<file path="src/rtl/pipemem_io_if.sv">
// MEM-stage bus between the EX/MEM register and the memory/I-O block:
// address, store data, store enable and the combinational read result.
interface pipemem_io_if;
  logic [31:0] malu;
  logic [31:0] mb;
  logic        mwmem;
  logic [31:0] mmo;

  modport master (output malu, output mb, output mwmem, input mmo);
  modport slave  (input malu, input mb, input mwmem, output mmo);
endinterface

</file>
<file path="src/rtl/pipemem_io.sv">
// MEM stage of the five-stage CPU: word-addressed data RAM plus memory-mapped
// output registers, two-flop synchronized input ports and a free-running timer.
module pipemem_io #(
  parameter int DEPTH_LOG2 = 5
) (
  input  logic            clock,
  input  logic            resetn,
  pipemem_io_if.slave     bus,
  input  logic [31:0]     in_port0,
  input  logic [31:0]     in_port1,
  output logic [31:0]     out_port0,
  output logic [31:0]     out_port1,
  output logic [31:0]     out_port2
);

  // I/O register map, indexed by malu[7:2]
  localparam logic [5:0] IO_OUT0  = 6'h20;  // 0x80
  localparam logic [5:0] IO_OUT1  = 6'h21;  // 0x84
  localparam logic [5:0] IO_OUT2  = 6'h22;  // 0x88
  localparam logic [5:0] IO_IN0   = 6'h30;  // 0xC0
  localparam logic [5:0] IO_IN1   = 6'h31;  // 0xC4
  localparam logic [5:0] IO_TIMER = 6'h32;  // 0xC8

  localparam int WORDS = 1 << DEPTH_LOG2;

  logic [31:0]           ram_r [0:WORDS-1];
  logic [31:0]           out0_r;
  logic [31:0]           out1_r;
  logic [31:0]           out2_r;
  logic [31:0]           sync0_a_r;
  logic [31:0]           sync0_b_r;
  logic [31:0]           sync1_a_r;
  logic [31:0]           sync1_b_r;
  logic [31:0]           timer_r;

  logic                  io_sel_s;
  logic [5:0]            io_reg_s;
  logic [DEPTH_LOG2-1:0] ram_idx_s;
  logic                  ram_we_s;
  logic                  out0_we_s;
  logic                  out1_we_s;
  logic                  out2_we_s;
  logic                  timer_we_s;
  logic [31:0]           mmo_s;
  logic                  unused_s;

  // Byte-offset and high address bits only alias; keep them visibly consumed.
  assign unused_s  = ^bus.malu;

  assign io_sel_s  = bus.malu[7];
  assign io_reg_s  = bus.malu[7:2];
  assign ram_idx_s = bus.malu[DEPTH_LOG2+1:2];

  // Write-enable decode; resetn gates the RAM since it has no reset of its own.
  always_comb begin
    ram_we_s   = 1'b0;
    out0_we_s  = 1'b0;
    out1_we_s  = 1'b0;
    out2_we_s  = 1'b0;
    timer_we_s = 1'b0;
    if (bus.mwmem) begin
      if (io_sel_s) begin
        case (io_reg_s)
          IO_OUT0:  out0_we_s  = 1'b1;
          IO_OUT1:  out1_we_s  = 1'b1;
          IO_OUT2:  out2_we_s  = 1'b1;
          IO_TIMER: timer_we_s = 1'b1;
          default:  ram_we_s   = 1'b0;
        endcase
      end else begin
        ram_we_s = resetn;
      end
    end else begin
      ram_we_s = 1'b0;
    end
  end

  // Combinational read path; unmapped and write-only-free holes read as zero.
  always_comb begin
    mmo_s = 32'd0;
    if (io_sel_s) begin
      case (io_reg_s)
        IO_OUT0:  mmo_s = out0_r;
        IO_OUT1:  mmo_s = out1_r;
        IO_OUT2:  mmo_s = out2_r;
        IO_IN0:   mmo_s = sync0_b_r;
        IO_IN1:   mmo_s = sync1_b_r;
        IO_TIMER: mmo_s = timer_r;
        default:  mmo_s = 32'd0;
      endcase
    end else begin
      mmo_s = ram_r[ram_idx_s];
    end
  end

  assign bus.mmo = mmo_s;

  // Data RAM, deliberately without reset.
  always_ff @(posedge clock) begin
    if (ram_we_s) begin
      ram_r[ram_idx_s] <= bus.mb;
    end
  end

  // Output port registers: change only on the edge that stores to them.
  always_ff @(posedge clock or negedge resetn) begin
    if (!resetn) begin
      out0_r <= 32'd0;
      out1_r <= 32'd0;
      out2_r <= 32'd0;
    end else begin
      if (out0_we_s) out0_r <= bus.mb;
      if (out1_we_s) out1_r <= bus.mb;
      if (out2_we_s) out2_r <= bus.mb;
    end
  end

  // Two-flop synchronizers for the asynchronous input ports.
  always_ff @(posedge clock or negedge resetn) begin
    if (!resetn) begin
      sync0_a_r <= 32'd0;
      sync0_b_r <= 32'd0;
      sync1_a_r <= 32'd0;
      sync1_b_r <= 32'd0;
    end else begin
      sync0_a_r <= in_port0;
      sync0_b_r <= sync0_a_r;
      sync1_a_r <= in_port1;
      sync1_b_r <= sync1_a_r;
    end
  end

  // Free-running timer; a store on the same edge takes priority over the increment.
  always_ff @(posedge clock or negedge resetn) begin
    if (!resetn) begin
      timer_r <= 32'd0;
    end else if (timer_we_s) begin
      timer_r <= bus.mb;
    end else begin
      timer_r <= timer_r + 32'd1;
    end
  end

  assign out_port0 = out0_r;
  assign out_port1 = out1_r;
  assign out_port2 = out2_r;

endmodule
</file>
<file path="src/flat_wrapper.sv">
// flat-port wrapper written by rule: the top's interface ports become plain ports
module pipemem_io_flat 
#(
  parameter int DEPTH_LOG2 = 5
)
  (clock, resetn, in_port0, in_port1, out_port0, out_port1, out_port2, bus_malu, bus_mb, bus_mwmem, bus_mmo);
  pipemem_io_if bus_i ();
  input  logic clock;
  input  logic resetn;
  input  logic [31:0] in_port0;
  input  logic [31:0] in_port1;
  output logic [31:0] out_port0;
  output logic [31:0] out_port1;
  output logic [31:0] out_port2;
  input wire logic [$bits(bus_i.malu)-1:0] bus_malu;
  input wire logic [$bits(bus_i.mb)-1:0] bus_mb;
  input wire logic [$bits(bus_i.mwmem)-1:0] bus_mwmem;
  output wire logic [$bits(bus_i.mmo)-1:0] bus_mmo;
  assign bus_i.malu = bus_malu;
  assign bus_i.mb = bus_mb;
  assign bus_i.mwmem = bus_mwmem;
  assign bus_mmo = bus_i.mmo;
  pipemem_io #(.DEPTH_LOG2(DEPTH_LOG2)) u_core (.clock(clock), .resetn(resetn), .bus(bus_i), .in_port0(in_port0), .in_port1(in_port1), .out_port0(out_port0), .out_port1(out_port1), .out_port2(out_port2));
endmodule
</file>
<file path="config.mk">
export PLATFORM = sky130hd
export DESIGN_NAME = pipemem_io_flat
export DESIGN_NICKNAME = d
export VERILOG_FILES = /design/src/rtl/pipemem_io_if.sv /design/src/rtl/pipemem_io.sv /design/src/flat_wrapper.sv
export SDC_FILE = /design/constraint.sdc
export NUM_CORES = 1
export LEC_CHECK = 0
export ABC_AREA = 1
export CAP_MARGIN = 15
export CORE_ASPECT_RATIO = 0.8
export CORE_MARGIN = 2
export CORE_UTILIZATION = 44
export DETAILED_ROUTE_END_ITERATION = 10
export PLACE_DENSITY_LB_ADDON = 0.1
export RECOVER_POWER = 25
export SYNTH_ARGS = -nofsm -noshare
export SYNTH_HDL_FRONTEND = slang
export SYNTH_SLANG_ARGS = --single-unit
</file>
<file path="constraint.sdc">
create_clock -name clock -period 4.1 [get_ports clock]
set_input_delay 0.41 -clock clock [delete_from_list [all_inputs] [get_ports clock]]
set_output_delay 0.41 -clock clock [all_outputs]
set_load 0.005 [all_outputs]
</file>
---- Yosys cells after proc, flatten, opt, wreduce, memory -nomap -nowiden ----
Memory sizes are Yosys's and may differ from the RTL's.
Index checks and enable logic that the tools add are counted.
operators by class
  add/sub/neg operators ................... 1
  equality and inequality tests ........... 6
  muxes and demuxes ....................... 19
operators by type and width
  operator                 count
  $pmux W32 S6             1
  $mux W32                 2
  $eq A6 B6 Y1 const B     6
  $add A32 B1 Y32 const B  1
  $mux W1                  16
word-level totals
  register bits ........................... 256
  memory bits (writable) .................. 1024
  output and inout port bits .............. 128
  memories kept ........................... 1
memory list
  memory        words  width  read ports  clocked after memory_dff  wr ports  RTL line          text
  u_core.ram_r  32     32     1           0                         1         pipemem_io.sv:26  logic [31:0] ram_r [0:WORDS-1];

---- Logic depth before layout (Yosys ltp) ----
Gate-level depths: netlist of run 1.
  depth after elaboration ................. 5
  depth in mapped cells ................... 14

---- Worst setup path after synthesis of run 1 ----
No wires, ideal clock.
  path type ............................... input -> register
  from .................................... input port bus_malu[3]
  to ...................................... memory u_core.ram_r[15][0], enable pin
  setup time .............................. 0.421 ns
  arrival ................................. 2.719 ns
  setup slack ............................. 0.959 ns
  stages on the path ...................... 7
  buffers on the path ..................... 3
  cells stage by stage .................... buf_2 nand2_1 inv_1 buf_2 buf_1 nand2_1 nor2_1
RTL lines
  element      RTL line            text
  from (decl)  flat_wrapper.sv:15  input wire logic [$bits(bus_i.malu)-1:0] bus_malu;
  to (decl)    pipemem_io.sv:26
Straight into the memory's write port.

---- Worst setup path after layout of run 1 ----
  from .................................... input port bus_malu[5]
  to ...................................... output port bus_mmo[1]
between the ends
  longest elaborated chain between the ends .. 3
  elaborated cells on any way between the ends .. 9
RTL lines
  element                                                  RTL line            text
  branches (longest 2 deep; another with $mem_v2 Z32 W32)  --
  $mux W32 (*)                                             pipemem_io.sv:81    if (io_sel_s) begin
  to (decl)                                                flat_wrapper.sv:18  output wire logic [$bits(bus_i.mmo)-1:0] bus_mmo;
Mark *: on every way between the ends.

==> impl_metrics.py, run 1 <==
metrics = {
    "synth": {
        "syn-cell-area_um2": 52600,
        "synth.area.top_cells": "edfxtp_1 58%, nand2_1 21%, dfrtp_1 12%, nor2_1 1.5%, o21ai_0 1.2%",
        "ys.flop_type": "edfxtp_1",
        "ys_seq_elements": 1280,
        "syn_avg_cell_area_um2": 10.1,
        "ys_seq_area_share_pct": 70.7,
        "synth_cell_types": 31,
        "async_flop_share_pct": 20.0,
        "syn_inst": 5207,
        "yosys.area.top_type": "edfxtp_1",
        "yosysWarningCount": 0,
        "yosysTopAreaCellShare_pct": 58.5,
        "synth_edf_count": 1024,
        "synth_fp_nets": 5339,
    },
    "floorplan": {
        "num_rows": 113,
        "die_area_um2": 122000,
        "initial_core_util_pct": 44.3,
        "fp.dieW_um": 390,
        "fp.dieH_um": 313,
        "io_pins": 259,
        "core_area_um2": 119000,
    },
    "cells_and_area": {
        "final_nets": 5653,
        "drive_above_1_share_pct": 7.25,
        "largest_register_ffs": 1024,
        "final_cell_mix": "2965 x nand2_1, 1024 x edfxtp_1, 256 x dfrtp_1",
        "n_antenna_cell": 0,
        "final_common_cell": "nand2_1",
        "largest-register": "u_core.ram_r",
        "fin_util_pct": 52.2,
        "areaGrowthSynthToFinish_pct": 17.7,
        "fill_cells": 10500,
    },
    "critical_path": {
        "crit_path_cell_trace": "clkdlybuf4s50_1 -> inv_2 -> nand2_2 -> nor2_2 -> nand2_2 -> inv_2 -> a21oi_1 -> nand2_1 -> nor2_1 -> a21oi_1 -> clkdlybuf4s50_1",
        "arrival_ns": 3.45,
        "worst-path-max-fanout": 20,
        "critical_path_required_ns": 3.69,
        "reg2reg_depth": 8,
        "crit_slowest_cell": "clkdlybuf4s50_1",
        "critPathLaunchType": "input pin",
        "crit_type": "in2out",
        "end_kind": "primary output",
        "slowest_delay_ns": 0.59,
    },
    "power": {
        "p_leak_nw": 25.9,
        "power_density_nw_per_um2": 457,
        "ir_drop_v": 0.000358,
    },
    "timing": {
        "worst_slew_pin_slew_ns": 2.20,
        "rsz0062_at_grt": "false",
        "finalHoldViolations": 0,
        "drv_slew": 553,
        "skew_ns": 0.0164,
        "fin_crit_ns": 3.86,
        "tns_ns": 0,
        "relSlewSlack_pct": -46.7,
        "fin_crit_sh_pct": 94.0,
        "max_freq_mhz": 259,
        "setup_viol": 0,
    },
    "cts": {
        "clk_path_buf_depth": 3,
        "cts_tree": "yes",
        "cts.repair.resized": 0,
        "clk_pin_slew_ns": 0.06,
        "cts.sinks": 1280,
        "cts_max_level": 4,
        "numCtsBuffers": 131,
        "root_buffer": "clkbuf_16",
        "clkLatencyLatePin_ns": 0.75,
    },
    "route": {
        "num_vias": 36400,
        "ant_nets": 0,
        "routedWlPerCell_um": 21.6,
        "drc": 0,
        "drtPass1Iterations": 5,
        "routed_wl_um": 155000,
        "viasPerCell": 5.08,
        "drt_iter0_markers": 3200,
    },
    "grt": {
        "overflow": 0,
        "grt_pass1_wl_um": 229000,
        "track_usage_pct": 25.4,
        "busiest_layer": "met2",
        "antenna_found_initial": 7,
        "globalRouteMet3Util_pct": 3.08,
        "globalRouteMet1Util_pct": 37.7,
        "grt_pass1_vias": 34200,
        "grt_max_degree": 160,
        "use_met2_pct": 39.7,
    },
    "min_path": {
        "hold_class": "in2reg",
        "whs_path_depth": 1,
    },
    "placed_design": {
        "gp_congestion": 0.903,
        "port_buffers": 232,
        "hpwl_um": 95800,
    },
    "job": {
        "cap_violations": 16,
    },
    "run_status": {
        "violations": "max-capacitance violations, max-slew violations",
        "status": "finished with violations",
    },
}
[worst paths after layout]
path | start | to | slack (ns)
max | bus_malu[5] | bus_mmo[1] | 0.24
min | in_port0[9] | u_core.sync0_a_r[9]$_DFF_PN0_ | 0.21
max reg2reg | u_core.timer_r[0]$_DFF_PN0_ | u_core.timer_r[10]$_DFF_PN0_ | 1.88
min reg2reg | u_core.sync1_a_r[17]$_DFF_PN0_ | u_core.sync1_b_r[17]$_DFF_PN0_ | 0.35
max in group asynchronous | resetn | u_core.out_port2[14]$_DFFE_PN0P_ | 2.08
min in group asynchronous | resetn | u_core.out_port2[0]$_DFFE_PN0P_ | 0.41
[power breakdown]
group          internal (mW)  switching [mW]
sequential              14.4           0.253
combinational          0.784            1.46
clock                   6.47            4.98
[routing by layer]
metal | wire (um) | part of all wire [%]
met5 | 0 | 0
met4 | 2940 | 1.9
met3 | 8260 | 5.3
met2 | 71600 | 46
met1 | 72100 | 47
[cells by family after synthesis]
logic type	share of synthesized area, %
xor gates and xnor gates	0.0500
AOI/OAI and AO/OA	1.67
adders and majority gates	0.0238
and+or+nand+nor	24.4
buffers and inverters	3.23
DFF	70.7
[through the flow]
stage | std cells | total power, mW | cell area (um^2) | hold slack [ns] | setup slack (ns)
6_report | 7176 | 28.3 | 61900 | 0.208 | 0.245
5_1_grt | 7176 | 29.3 | 61900 | 0.189 | 0.0836
4_1_cts | 7176 | 28.5 | 62000 | 0.0502 | 0.264
3_5_place_dp | 6939 | 17.1 | 57900 | 0.335 | 0.286
3_3_place_gp | 6939 | 17.1 | 57900 | 0.334 | 0.261
2_1_floorplan | 5207 | 15.8 | 52600 | 0.114 | 0.959
[cell usage after synthesis (5+ instances only)]
cell / instances
clkbuf_1: 90
inv_1: 163
buf_2: 125
a21oi_1: 26
nand3_1: 123
nor3_1: 10
nand4_1: 6
o21ai_0: 126
nor3_2: 5
a31oi_1: 6
nor2_1: 214
nand2_1: 2968
dfrtp_1: 256
o21ai_1: 12
buf_1: 19
edfxtp_1: 1024
inv_2: 9
[critical path: cells and delay by family]
kind / cells / cell delay, ns
AO/OA/AOI/OAI: 2 / 0.39
buffers and inverters: 4 / 1.74
AND/OR/NAND/NOR: 5 / 0.88
[cell type report]
class	instances	area, um^2	area share (%)
Inverter	173	673	1.09
Clock buffer	186	3690	5.96
Multi-Input combinational cell	3518	14000	22.6
Tap cell	1552	1940	3.14
Sequential cell	1280	37200	60.0
Timing Repair Buffer	417	4040	6.53
Clock inverter	50	375	0.606
[what timing repair did]
action                    in CTS  in global routing
buffers inserted               0                  0
hold buffers                   1                  0
hold endpoints to repair     121                  0
Note: power is estimated with default switching activity, not from simulation.
==> inputs of run 2 (changes only) <==
CTS_CLUSTER_SIZE = 25   (was not set)
==> results of run 2 <==
The final DEF is identical to that of run 1; final timing and power are the same.
